`config.mk`:
```
export PLATFORM = sky130hd
export DESIGN_NAME = instr_fetch_unit
export DESIGN_NICKNAME = d
export VERILOG_FILES = /design/src/rtl/core_pkg.sv /design/src/rtl/fetch_buffer.sv /design/src/rtl/instr_fetch_unit.sv
export SDC_FILE = /design/constraint.sdc
export NUM_CORES = 1
export LEC_CHECK = 0
export CORE_MARGIN = 2
export CORE_UTILIZATION = 44
export DETAILED_ROUTE_END_ITERATION = 7
export PLACE_DENSITY_LB_ADDON = 0.08
export SYNTH_ARGS = -nofsm -noshare
export SYNTH_HDL_FRONTEND = slang
export SYNTH_SLANG_ARGS = --single-unit
```
`constraint.sdc`:
```
create_clock -name CLK -period 5 [get_ports CLK]
set_clock_uncertainty 0.05 [all_clocks]
set_input_delay 1.25 -clock CLK [delete_from_list [all_inputs] [get_ports CLK]]
set_output_delay 1.25 -clock CLK [all_outputs]
set_load 0.01 [all_outputs]
```
`src/rtl/core_pkg.sv`:
```
// Shared definitions for the multi-cycle RV32I core: data width, the NOP
// encoding used as the IR reset value, and the instruction-fetch FSM states.
package core_pkg;

  localparam int XLEN = 32;

  // addi x0, x0, 0
  localparam logic [XLEN-1:0] NOP = 32'h0000_0013;

  // S_REQ   : a fetch request is outstanding
  // S_FULL  : the fetch buffer holds a valid word, no request outstanding
  // S_DRAIN : a stale request is outstanding; its data will be thrown away
  typedef enum logic [1:0] {
    S_REQ   = 2'd0,
    S_FULL  = 2'd1,
    S_DRAIN = 2'd2
  } fetch_state_e;

  // Mask that clears the byte-offset bits of an address.
  localparam logic [XLEN-1:0] WORD_MASK = {{(XLEN-2){1'b1}}, 2'b00};

endpackage

```
`src/rtl/fetch_buffer.sv`:
```
// One-word buffer between instruction memory and the IR.
// load_i captures data_i and marks the word valid; clear_i drops the valid
// bit. load_i takes priority if both are asserted.
module fetch_buffer
  import core_pkg::*;
(
  input  logic            clk_i,
  input  logic            rst_i,
  input  logic            load_i,
  input  logic            clear_i,
  input  logic [XLEN-1:0] data_i,
  output logic [XLEN-1:0] data_o,
  output logic            valid_o
);

  logic [XLEN-1:0] data_q, data_d;
  logic            valid_q, valid_d;

  // Next-state for the buffered word and its valid bit.
  always_comb begin
    data_d  = data_q;
    valid_d = valid_q;
    if (load_i) begin
      data_d  = data_i;
      valid_d = 1'b1;
    end else if (clear_i) begin
      valid_d = 1'b0;
    end
  end

  // Buffer registers with synchronous reset.
  always_ff @(posedge clk_i) begin
    if (rst_i) begin
      data_q  <= '0;
      valid_q <= 1'b0;
    end else begin
      data_q  <= data_d;
      valid_q <= valid_d;
    end
  end

  assign data_o  = data_q;
  assign valid_o = valid_q;

endmodule

```
`src/rtl/instr_fetch_unit.sv`:
```
// Instruction fetch stage: owns PC, OLD_PC and IR, issues word fetches to
// instruction memory and applies the control unit's PC_WE / IR_WE / pcSel.
//
// Optional feature macro: IFU_MISALIGN_CHECK_EN
//   defined   : a misaligned next PC is refused and sets the sticky
//               'misalign' output (port present).
//   undefined : next PC[1:0] is forced to 00; no 'misalign' port.
//
// Memory handshake: I_MEM_REQ is a valid signal held high with a stable
// I_MEM_ADDR until I_MEM_ACK (the ready/response) is seen high at a rising
// edge; the transfer completes on that edge and I_MEM_DI is sampled there.
// ACK while REQ is low is ignored. REQ drops during RST without waiting for ACK.
module instr_fetch_unit
  import core_pkg::*;
#(
  parameter logic [XLEN-1:0] RESET_PC = 32'h0000_0000,
  parameter logic [XLEN-1:0] IR_RESET = 32'h0000_0013
) (
  input  logic            CLK,
  input  logic            RST,
  input  logic            PC_WE,
  input  logic            IR_WE,
  input  logic            pcSel,
  input  logic [XLEN-1:0] alu_result,
  input  logic [XLEN-1:0] alu_out,
  output logic            I_MEM_REQ,
  output logic [XLEN-1:0] I_MEM_ADDR,
  input  logic            I_MEM_ACK,
  input  logic [XLEN-1:0] I_MEM_DI,
  output logic [XLEN-1:0] IR,
  output logic [XLEN-1:0] PC,
  output logic [XLEN-1:0] OLD_PC,
  output logic            stall,
`ifdef IFU_MISALIGN_CHECK_EN
  output logic            misalign,
`endif
  output fetch_state_e    dbg_state_o
);

  fetch_state_e    state_q, state_d;
  logic [XLEN-1:0] req_addr_q, req_addr_d;
  logic [XLEN-1:0] pc_q, pc_d;
  logic [XLEN-1:0] old_pc_q, old_pc_d;
  logic [XLEN-1:0] ir_q, ir_d;

  logic [XLEN-1:0] next_pc_raw;
  logic [XLEN-1:0] pc_target;
  logic            pc_refused;
  logic            pc_upd;
  logic            ir_load;
  logic            ack_v;
  logic            req;
  logic            buf_load;
  logic            buf_clear;
  logic [XLEN-1:0] buf_data;
  logic            buf_valid;

  fetch_buffer u_fetch_buffer (
    .clk_i   (CLK),
    .rst_i   (RST),
    .load_i  (buf_load),
    .clear_i (buf_clear),
    .data_i  (I_MEM_DI),
    .data_o  (buf_data),
    .valid_o (buf_valid)
  );

  // Request is state-decoded and suppressed while reset is held.
  assign req   = ~RST & ((state_q == S_REQ) | (state_q == S_DRAIN));
  assign ack_v = I_MEM_ACK & req;
  assign stall = IR_WE & ~buf_valid;

  // Next-PC selection, alignment policy and the effective PC/IR write enables.
  always_comb begin
    next_pc_raw = pcSel ? alu_out : alu_result;
`ifdef IFU_MISALIGN_CHECK_EN
    pc_target  = next_pc_raw;
    pc_refused = PC_WE & ~stall & (next_pc_raw[1:0] != 2'b00);
`else
    pc_target  = next_pc_raw & WORD_MASK;
    pc_refused = 1'b0;
`endif
    // A stalled IR_WE/PC_WE pair is repeated by the control unit, so PC_WE
    // is dropped here rather than queued.
    pc_upd  = PC_WE & ~stall & ~pc_refused;
    ir_load = IR_WE & buf_valid;
  end

  // Fetch FSM: next state, request address and buffer controls.
  always_comb begin
    state_d    = state_q;
    req_addr_d = req_addr_q;
    buf_load   = 1'b0;
    buf_clear  = 1'b0;
    case (state_q)
      S_REQ: begin
        if (pc_upd) begin
          // Redirect: data arriving now belongs to the old PC.
          if (ack_v) req_addr_d = pc_target;
          else       state_d    = S_DRAIN;
        end else if (ack_v) begin
          buf_load = 1'b1;
          state_d  = S_FULL;
        end
      end
      S_DRAIN: begin
        if (ack_v) begin
          req_addr_d = pc_upd ? pc_target : pc_q;
          state_d    = S_REQ;
        end
      end
      S_FULL: begin
        if (pc_upd) begin
          buf_clear  = 1'b1;
          req_addr_d = pc_target;
          state_d    = S_REQ;
        end
      end
      default: state_d = S_REQ;
    endcase
  end

  // Architectural register next-state: IR/OLD_PC take the old buffer/PC
  // in the same cycle that PC moves on.
  always_comb begin
    pc_d     = pc_q;
    old_pc_d = old_pc_q;
    ir_d     = ir_q;
    if (ir_load) begin
      ir_d     = buf_data;
      old_pc_d = pc_q;
    end
    if (pc_upd) pc_d = pc_target;
  end

  // State and datapath registers; an ACK in the reset cycle is dropped.
  always_ff @(posedge CLK) begin
    if (RST) begin
      state_q    <= S_REQ;
      req_addr_q <= RESET_PC;
      pc_q       <= RESET_PC;
      old_pc_q   <= RESET_PC;
      ir_q       <= IR_RESET;
    end else begin
      state_q    <= state_d;
      req_addr_q <= req_addr_d;
      pc_q       <= pc_d;
      old_pc_q   <= old_pc_d;
      ir_q       <= ir_d;
    end
  end

`ifdef IFU_MISALIGN_CHECK_EN
  logic misalign_q;

  // Sticky misaligned-target flag, cleared only by reset.
  always_ff @(posedge CLK) begin
    if (RST)             misalign_q <= 1'b0;
    else if (pc_refused) misalign_q <= 1'b1;
  end

  assign misalign = misalign_q;
`endif

  assign I_MEM_REQ   = req;
  assign I_MEM_ADDR  = req_addr_q;
  assign IR          = ir_q;
  assign PC          = pc_q;
  assign OLD_PC      = old_pc_q;
  assign dbg_state_o = state_q;

endmodule
```
==> results of run 1 <==
worst max-delay path, delay by kind of cell:
| family | cells | cell delay (ns) |
|---|---|---|
| buffers and inverters | 3 | 1.24 |
| and+or+nand+nor | 1 | 0.17 |
placed cells by master (no fill, tap or decap), types with 2 or more instances in the layout:
cell type	n
sky130_fd_sc_hd__a22o_1	8
sky130_fd_sc_hd__clkbuf_1	4
sky130_fd_sc_hd__a21oi_1	65
sky130_fd_sc_hd__clkinv_2	2
sky130_fd_sc_hd__dfxtp_1	163
sky130_fd_sc_hd__bufinv_16	2
sky130_fd_sc_hd__nor2_1	65
sky130_fd_sc_hd__and2_1	2
sky130_fd_sc_hd__nor4_1	2
sky130_fd_sc_hd__nor3_1	45
sky130_fd_sc_hd__nand3_1	2
sky130_fd_sc_hd__inv_1	8
sky130_fd_sc_hd__nand2_1	128
sky130_fd_sc_hd__buf_4	9
sky130_fd_sc_hd__inv_2	2
sky130_fd_sc_hd__clkdlybuf4s50_1	228
sky130_fd_sc_hd__clkbuf_16	17
sky130_fd_sc_hd__o2bb2ai_1	22
sky130_fd_sc_hd__clkbuf_8	3
sky130_fd_sc_hd__nand2b_1	2
sky130_fd_sc_hd__mux2_2	22
sky130_fd_sc_hd__a211oi_1	8
sky130_fd_sc_hd__a2bb2oi_1	2
sky130_fd_sc_hd__mux2i_1	70
sky130_fd_sc_hd__nand3b_1	3
state kept, by name (all words and copies together), names as in the netlist:
register,flops
IR,32
I_MEM_ADDR,32
OLD_PC,32
PC,32
u_fetch_buffer.data_o,32
dbg_state_o,2
u_fetch_buffer.valid_o,1
cell families after synthesis:
family,share of synthesized area (%)
buffers and inverters,4.09
flip-flops,52.2
multiplexers,15.2
AND/OR/NAND/NOR,17.0
AO/OA/AOI/OAI,11.5
routing by layer:
layer / global-route usage [%] / up-vias / share of wire, %
li1: - / 2732 / -
met1: 26.5 / 2580 / 42
met2: 37.1 / 194 / 47
met3: 9.18 / 34 / 8.5
met4: 9.80 / 0 / 2.6
met5: 0 / - / 0
through the flow:
stage	utilization [%]	cells	hold slack [ns]	cell area (µm²)	power [mW]
after detailed placement	62.1	1048	0.394	8630	1.82
after global placement	62.1	1048	0.386	8630	1.81
after CTS	66.2	1077	0.402	9190	3.06
final	66.2	1077	0.400	9190	3.04
after global routing	66.2	1077	0.418	9190	3.15
after floorplan	-	681	0.381	6250	1.60
power by group through the flow:
stage	logic (mW)	registers, mW	clock network [mW]
after floorplan	0.172	1.43	0
after global placement	0.392	1.42	0
after detailed placement	0.397	1.42	0
after CTS	0.400	1.39	1.26
after global routing	0.427	1.40	1.32
final	0.396	1.39	1.25
worst paths after layout:
check	startpoint	endpoint	depth (start not counted)	slack [ns]
worst max-delay path	IR_WE	stall	4	1.03
worst min-delay path	u_fetch_buffer.data_o[7]	IR[7]	2	0.40
worst max register to register	u_fetch_buffer.valid_o	I_MEM_ADDR[20]	7	2.55
worst min register to register	u_fetch_buffer.data_o[7]	IR[7]	2	0.40
final cells by class:
type | instances | share of cell area (%)
Tap cell | 180 | 2.45
Timing Repair Buffer | 237 | 25.6
Sequential cell | 163 | 35.5
Clock buffer | 24 | 5.24
Clock inverter | 5 | 0.845
Inverter | 10 | 0.409
Multi-Input combinational cell | 458 | 29.9
synthesized netlist by cell type:
library cell and number:
sky130_fd_sc_hd__dfxtp_1 163, sky130_fd_sc_hd__nand2_1 129, sky130_fd_sc_hd__mux2i_1 70, sky130_fd_sc_hd__nor2_1 66
sky130_fd_sc_hd__a21oi_1 65, sky130_fd_sc_hd__nor3_1 45, sky130_fd_sc_hd__clkbuf_1 33, sky130_fd_sc_hd__mux2_2 22
sky130_fd_sc_hd__o2bb2ai_1 22, sky130_fd_sc_hd__a211oi_1 8, sky130_fd_sc_hd__a22o_1 8, sky130_fd_sc_hd__buf_1 8
sky130_fd_sc_hd__inv_1 8, sky130_fd_sc_hd__buf_2 6, sky130_fd_sc_hd__and2_1 3, sky130_fd_sc_hd__buf_6 3
sky130_fd_sc_hd__nand3b_1 3, sky130_fd_sc_hd__a2bb2oi_1 2, sky130_fd_sc_hd__inv_2 2, sky130_fd_sc_hd__nand2b_1 2
sky130_fd_sc_hd__nand3_1 2, sky130_fd_sc_hd__nor4_1 2, sky130_fd_sc_hd__a211oi_4 1, sky130_fd_sc_hd__a21o_1 1
sky130_fd_sc_hd__nor2b_1 1, sky130_fd_sc_hd__o21ai_1 1, sky130_fd_sc_hd__o21ba_2 1, sky130_fd_sc_hd__o21bai_1 1
sky130_fd_sc_hd__or2_1 1, sky130_fd_sc_hd__or3_1 1, sky130_fd_sc_hd__or3b_4 1
==> results summary, run 1 <==
The run finished with clean final reports. The congestion estimate from routability-driven global placement came to 0.794. In this run, the number of DRC markers left after iteration 0 of detailed routing was 299.

The placed wire-length estimate after detailed placement is 11700 µm. Sorting the synthesized cells by area gives the leading types as sky130_fd_sc_hd__dfxtp_1 (52%), sky130_fd_sc_hd__mux2i_1 (11%), sky130_fd_sc_hd__nand2_1 (7.8%). The sequential cell area came out at 3260 µm².

The final count of hold timing violations is 0. Post-CTS timing repair inserted 0 buffers for setup. The setup slack after layout is 1.03 ns.

The fraction of final layout cells sized beyond drive strength 1 came out at 7.25%. The cell internal power dissipation came out at 2.33 mW. Among all stages on the critical path, the largest delay is contributed by sky130_fd_sc_hd__clkdlybuf4s50_1. The total number of H-tree levels is 4.

The number of detailed-route iterations in the first pass came out at 4. The via count of the first global-routing pass is 5251. The combinational power share is 13.1%. The number of fill cells is 1117. The critical path goes through clkdlybuf4s50_1 -> nand2b_1 -> inv_2 -> clkdlybuf4s50_1. The antenna diode instance count came out at 0. The count of mapped cells out of synthesis came out at 681. After synthesis, the mean cell area works out to 9.17 µm². After floorplanning, the core was divided into 43 placement rows. After clock tree synthesis, the clock-pin slew on the worst setup and hold paths is 0.06 ns. The number of gates given a new drive strength after cts came out at 0. The setup path with the least slack is of type input pin to output port. The detailed-route via count is 5540. The library cell occupying the most area in the post-synthesis netlist is sky130_fd_sc_hd__dfxtp_1.

The delay of the slowest cell on the worst path is 0.62 ns. The clock sink total is 163. The global-route congestion overflow total came out at 0. The initial utilization of the core area, before any placement, comes to 45.0%. The placeable core area came out at 13900 µm². The share of total power in the clock network came out at 41.0%. The count of different cell masters after synthesis came out at 31. The switching power share of the total is 23.2%. The accumulated negative setup slack came out at 0 ns. The number of pins exceeding their max-slew limit in the final report is 0. In the routed design, unresolved DRC markers number 0.

The register area share after synthesis came out at 52.2%. The number of hold buffers added after CTS was 0. The die span in y is 123 µm.

The number of storage elements in the synthesis netlist is 163. The timing-limited maximum frequency came out at 252 MHz. The worst path required time came out at 3.70 ns. Measured against its own limit, the worst slew margin works out to 34.4%. During synthesis, Yosys emitted a total of 0 warnings. The count of nets left with antenna violations once routing finished came out at 0.

The portion of the clock cycle consumed by the worst path in the final layout is 79.4%. The highest fanout seen on the critical path is 4. The fraction of post-synthesis cell area in the top cell type by area is 52.2%. Global routing used 22.8% of the available tracks. Summing every instance area after synthesis gives 6250 µm². The floorplan step defined a die boundary enclosing 15200 µm². The wire length per cell came out at 16.2 µm. The later-pin clock latency in the skew report came out at 0.42 ns. The total of endpoints with negative setup slack in the final report is 0.

The average vias per placed instance is 5.14. The root buffer cell chosen for the clock tree is sky130_fd_sc_hd__clkbuf_16. STA puts the critical path data arrival time at 2.67 ns. The largest buffer count on any clock path is 2. The detailed-route wire length is 17400 µm.

The multi-input combinational cell area came out at 2750 µm². The area added between synthesis and finish is 47.1%. The I/O pin count is 234. Prior to clock tree synthesis, the placed netlist has a worst setup slack of 1.04 ns. The floorplan die width is 123 µm. The worst setup path is launched from an input pin.

The smallest clock period supported by the final layout is computed as 3.97 ns. In this run the power spent charging and discharging nets is 0.704 mW. The count of port buffers added during placement came out at 229. Counting the buffers created by CTS gives 17. The transition time of the tightest slew-check pin is 0.985 ns. The maximum number of pins on one net before global-route repair is 87. The net count of the mapped netlist is 783. Setup repair after global routing left no endpoint under its margin. The worst-case IR drop observed on VDD is 0.244 mV.

The first global-routing pass estimated 26500 µm of wire. The nature of the critical path endpoint is an output port. The number of nets at the end of the flow came out at 989. The cell occurring most often along the worst timing path is sky130_fd_sc_hd__clkdlybuf4s50_1. Registers are responsible for 45.9% of the overall power.

The initial antenna violation count came to 0. TritonCTS built the clock tree. The number of max-capacitance violations reported came out at 0.

The power per standard cell area is 331 nW/µm². The class of the worst hold path is flop to flop. The total leakage power is 3.43 nW.
No activity file was read; power rests on OpenSTA's default activity.
==> inputs of run 2 (changes only) <==
--- a/config.mk
+++ b/config.mk
@@ -6,7 +6,7 @@
 export NUM_CORES = 1
 export LEC_CHECK = 0
 export CORE_MARGIN = 2
-export CORE_UTILIZATION = 44
+export CORE_UTILIZATION = 40
 export DETAILED_ROUTE_END_ITERATION = 7
 export PLACE_DENSITY_LB_ADDON = 0.08
 export SYNTH_ARGS = -nofsm -noshare
==> constraint.sdc (replaced) <==
create_clock -name CLK -period 3.24 [get_ports CLK]
set_clock_uncertainty 0.05 [all_clocks]
set_input_delay 0.81 -clock CLK [delete_from_list [all_inputs] [get_ports CLK]]
set_output_delay 0.81 -clock CLK [all_outputs]
set_load 0.01 [all_outputs]
==> run 2 against run 1 <==
Register-to-register slack got worse by 1.2 ns; design area grew 2.4%; cell count grew 3.9%; die area is 9.7% higher; clock-buffer cell count fell by 5; sequential power increased by 55%; critical path type unchanged; largest power group unchanged.
==> results summary, run 2 (same netlist as run 1, synthesis figures left out) <==
The flow ran to the end, and the final reports show no timing, DRC or antenna violations. In this run the clock root is driven by a sky130_fd_sc_hd__clkbuf_16. The number of gates given a new drive strength after cts is 0 (unchanged). The max-slew headroom at the worst pin is 37.9% (+3.5 points). The total of endpoints with negative setup slack in the final report is 0 (unchanged).

The start of the worst register-to-register path is u_fetch_buffer.valid_o. The wire length per cell came to 15.8 µm (-2.2%). The area enclosed by the die boundary came to 16600 µm² (+9.7%). The buffers plus inverters on the worst setup path was 3 (unchanged). The hold buffer count at cts came out at 0 (unchanged). The maximum number of pins on one net before global-route repair is 50 (-43%). The worst path required time came to 2.38 ns (-1.32 ns). The I/O pin count is 234 (unchanged). The detailed-route wire length is 17700 µm (+1.6%). The floorplan die width is 129 µm (+4.7%). The number of max-capacitance violations reported came out at 0 (unchanged). The source of the worst hold timing path is u_fetch_buffer.data_o[14].

The highest fanout seen on the critical path came out at 3 (-1). The worst-case setup slack after placement came out at 0.248 ns (-0.788 ns). The cell family contributing the most delay on the critical path is buffers and inverters. The antenna diode instance count is 0 (unchanged). The initial standard-cell utilization of the core came out at 40.9% (-4.1 points). The final count of hold timing violations came out at 0 (unchanged). The number of detailed-route iterations in the first pass was 4 (unchanged). The wire length of the first global-routing pass is 27400 µm (+3.6%). The number of CTS-inserted buffers came to 17 (unchanged). The delay of the slowest cell on the worst path is 0.60 ns (-0.02 ns). The initial antenna violation count came out at 1 (+1).

The worst path uses 92.1% of the clock period. The largest buffer count on any clock path is 2 (unchanged). The worst vdd rail ir drop is 0.397 mV (+63%).

The remaining routing DRC violations came out at 0 (unchanged). The number of nets at the end of the flow is 997 (+0.81%). For this design, the slowest cell found on the critical path is sky130_fd_sc_hd__clkdlybuf4s50_1. The kind of launch point of the worst setup path is an input pin. The critical path arrival came out at 2.12 ns (-0.55 ns). The number of buffers inserted to repair setup after CTS was 0 (unchanged).

The row count is 45 (+4.7%). The number of DRC markers after the initial detailed-route iteration came out at 216 (-28%). The via count of the first global-routing pass came out at 5335 (+1.6%). The worst hold-check slack is 0.398 ns (-0.00281 ns).

The accumulated negative setup slack is 0 ns (unchanged). Leaving out fill and tap cells, the most frequent cells in the layout are sky130_fd_sc_hd__clkdlybuf4s50_1 (228), sky130_fd_sc_hd__dfxtp_1 (163), sky130_fd_sc_hd__nand2_1 (128). The placed wire-length estimate after detailed placement came to 12300 µm (+4.6%). The min-delay analysis places its worst path in the category flop to flop.

By startpoint and endpoint, the worst setup path is classified as input pin to output port. The most critical setup path has its startpoint at IR_WE. The count of port buffers added during placement is 229 (unchanged). The area added between synthesis and finish is 50.6%.

Leaving out fill and tap cells, the most frequent cell in the layout is sky130_fd_sc_hd__clkdlybuf4s50_1. Setup repair after global routing left no endpoint under its margin. The TritonCTS clock tree is yes.

The fraction of final layout cells sized beyond drive strength 1 came to 8.81% (+1.6 points). The power per standard cell area is 520 nW/µm² (+57%). After layout, the minimum clock period comes to 2.98 ns. The clock sink total is 163 (unchanged). The critical path goes through clkdlybuf4s50_1 -> nand2b_1 -> inv_2 -> clkdlybuf4s50_1. The total leakage power is 3.53 nW (+2.7%).

The setup slack after layout came to 0.257 ns (-0.774 ns). The later-pin clock latency in the skew report was 0.42 ns (about the same). By instance count, the cell type seen most on the critical path is sky130_fd_sc_hd__clkdlybuf4s50_1. The clock transition at the registers of the reported paths came out at 0.06 ns (about the same). The average vias per placed instance was 4.93 (-4.1%). The die span in y came out at 129 µm (+4.7%). The timing-limited maximum frequency is 335 MHz. The count of antenna-violating nets left after detailed routing came out at 0 (unchanged).

The worst setup path is captured at an output port. The placeable core area is 15300 µm² (+9.9%). The total number of H-tree levels is 4 (unchanged). The final RePlAce weighted congestion is 0.784 (-1.2%). The detailed-route via count came out at 5519 (-0.38%).

The number of pins exceeding their max-slew limit in the final report came out at 0 (unchanged). The global-route congestion overflow total came to 0 (unchanged). The total global routing track utilization came to 21.2% (-1.6 points). The transition time of the tightest slew-check pin came out at 0.925 ns (-0.0601 ns).
==> run 2: changes by cell type in the layout (fill, tap and decap cells not counted), sizes merged <==
cell / change
buf: +8
inv: +1
clkinvlp: +1
bufinv: +2
clkbuf: -5
clkinv: +4
==> run 2: path summary, 6_finish.rpt <==
path / endpoint / slack [ns] / cells past startpoint
min: IR[14] / 0.40 / 2
max reg2reg: I_MEM_ADDR[23] / 1.32 / 5
max: stall / 0.26 / 4
min reg2reg: IR[14] / 0.40 / 2
==> run 2: metrics by stage <==
step                      total power, mW  std cells  instance area, µm²  utilization, %
after global routing                 5.08       1119                9410            61.7
after floorplan                      2.48        681                6250               -
after CTS                            4.94       1119                9410            61.7
final                                4.89       1119                9410            61.7
after global placement               2.81       1087                8770            57.5
after detailed placement             2.82       1087                8770            57.5
==> run 2: cell type report <==
type,instances,area [µm²]
fill,1338,5850
tap,211,264
multi-input combinational,458,2750
inverter,10,37.5
clock buffer,19,453
clock inverter,13,181
timing repair buffer,245,2460
sequential,163,3260
==> run 2: report_power, final <==
group / switching (mW) / internal, mW
clock network: 0.788 / 1.33
registers: 0.0625 / 2.09
logic: 0.284 / 0.344
==> run 2: layer usage <==
layer | global-route usage, % | routed length, µm
met1 | 25.6 | 7720
met2 | 34.7 | 8370
met3 | 8.15 | 1280
met4 | 7.35 | 286
met5 | 0 | 16
==> run 2: worst min-delay path, cell delays in order, from the launching register on <==
cell                      delay [ns]
sky130_fd_sc_hd__dfxtp_1        0.31
sky130_fd_sc_hd__nand2_1        0.05
sky130_fd_sc_hd__a21oi_1        0.05
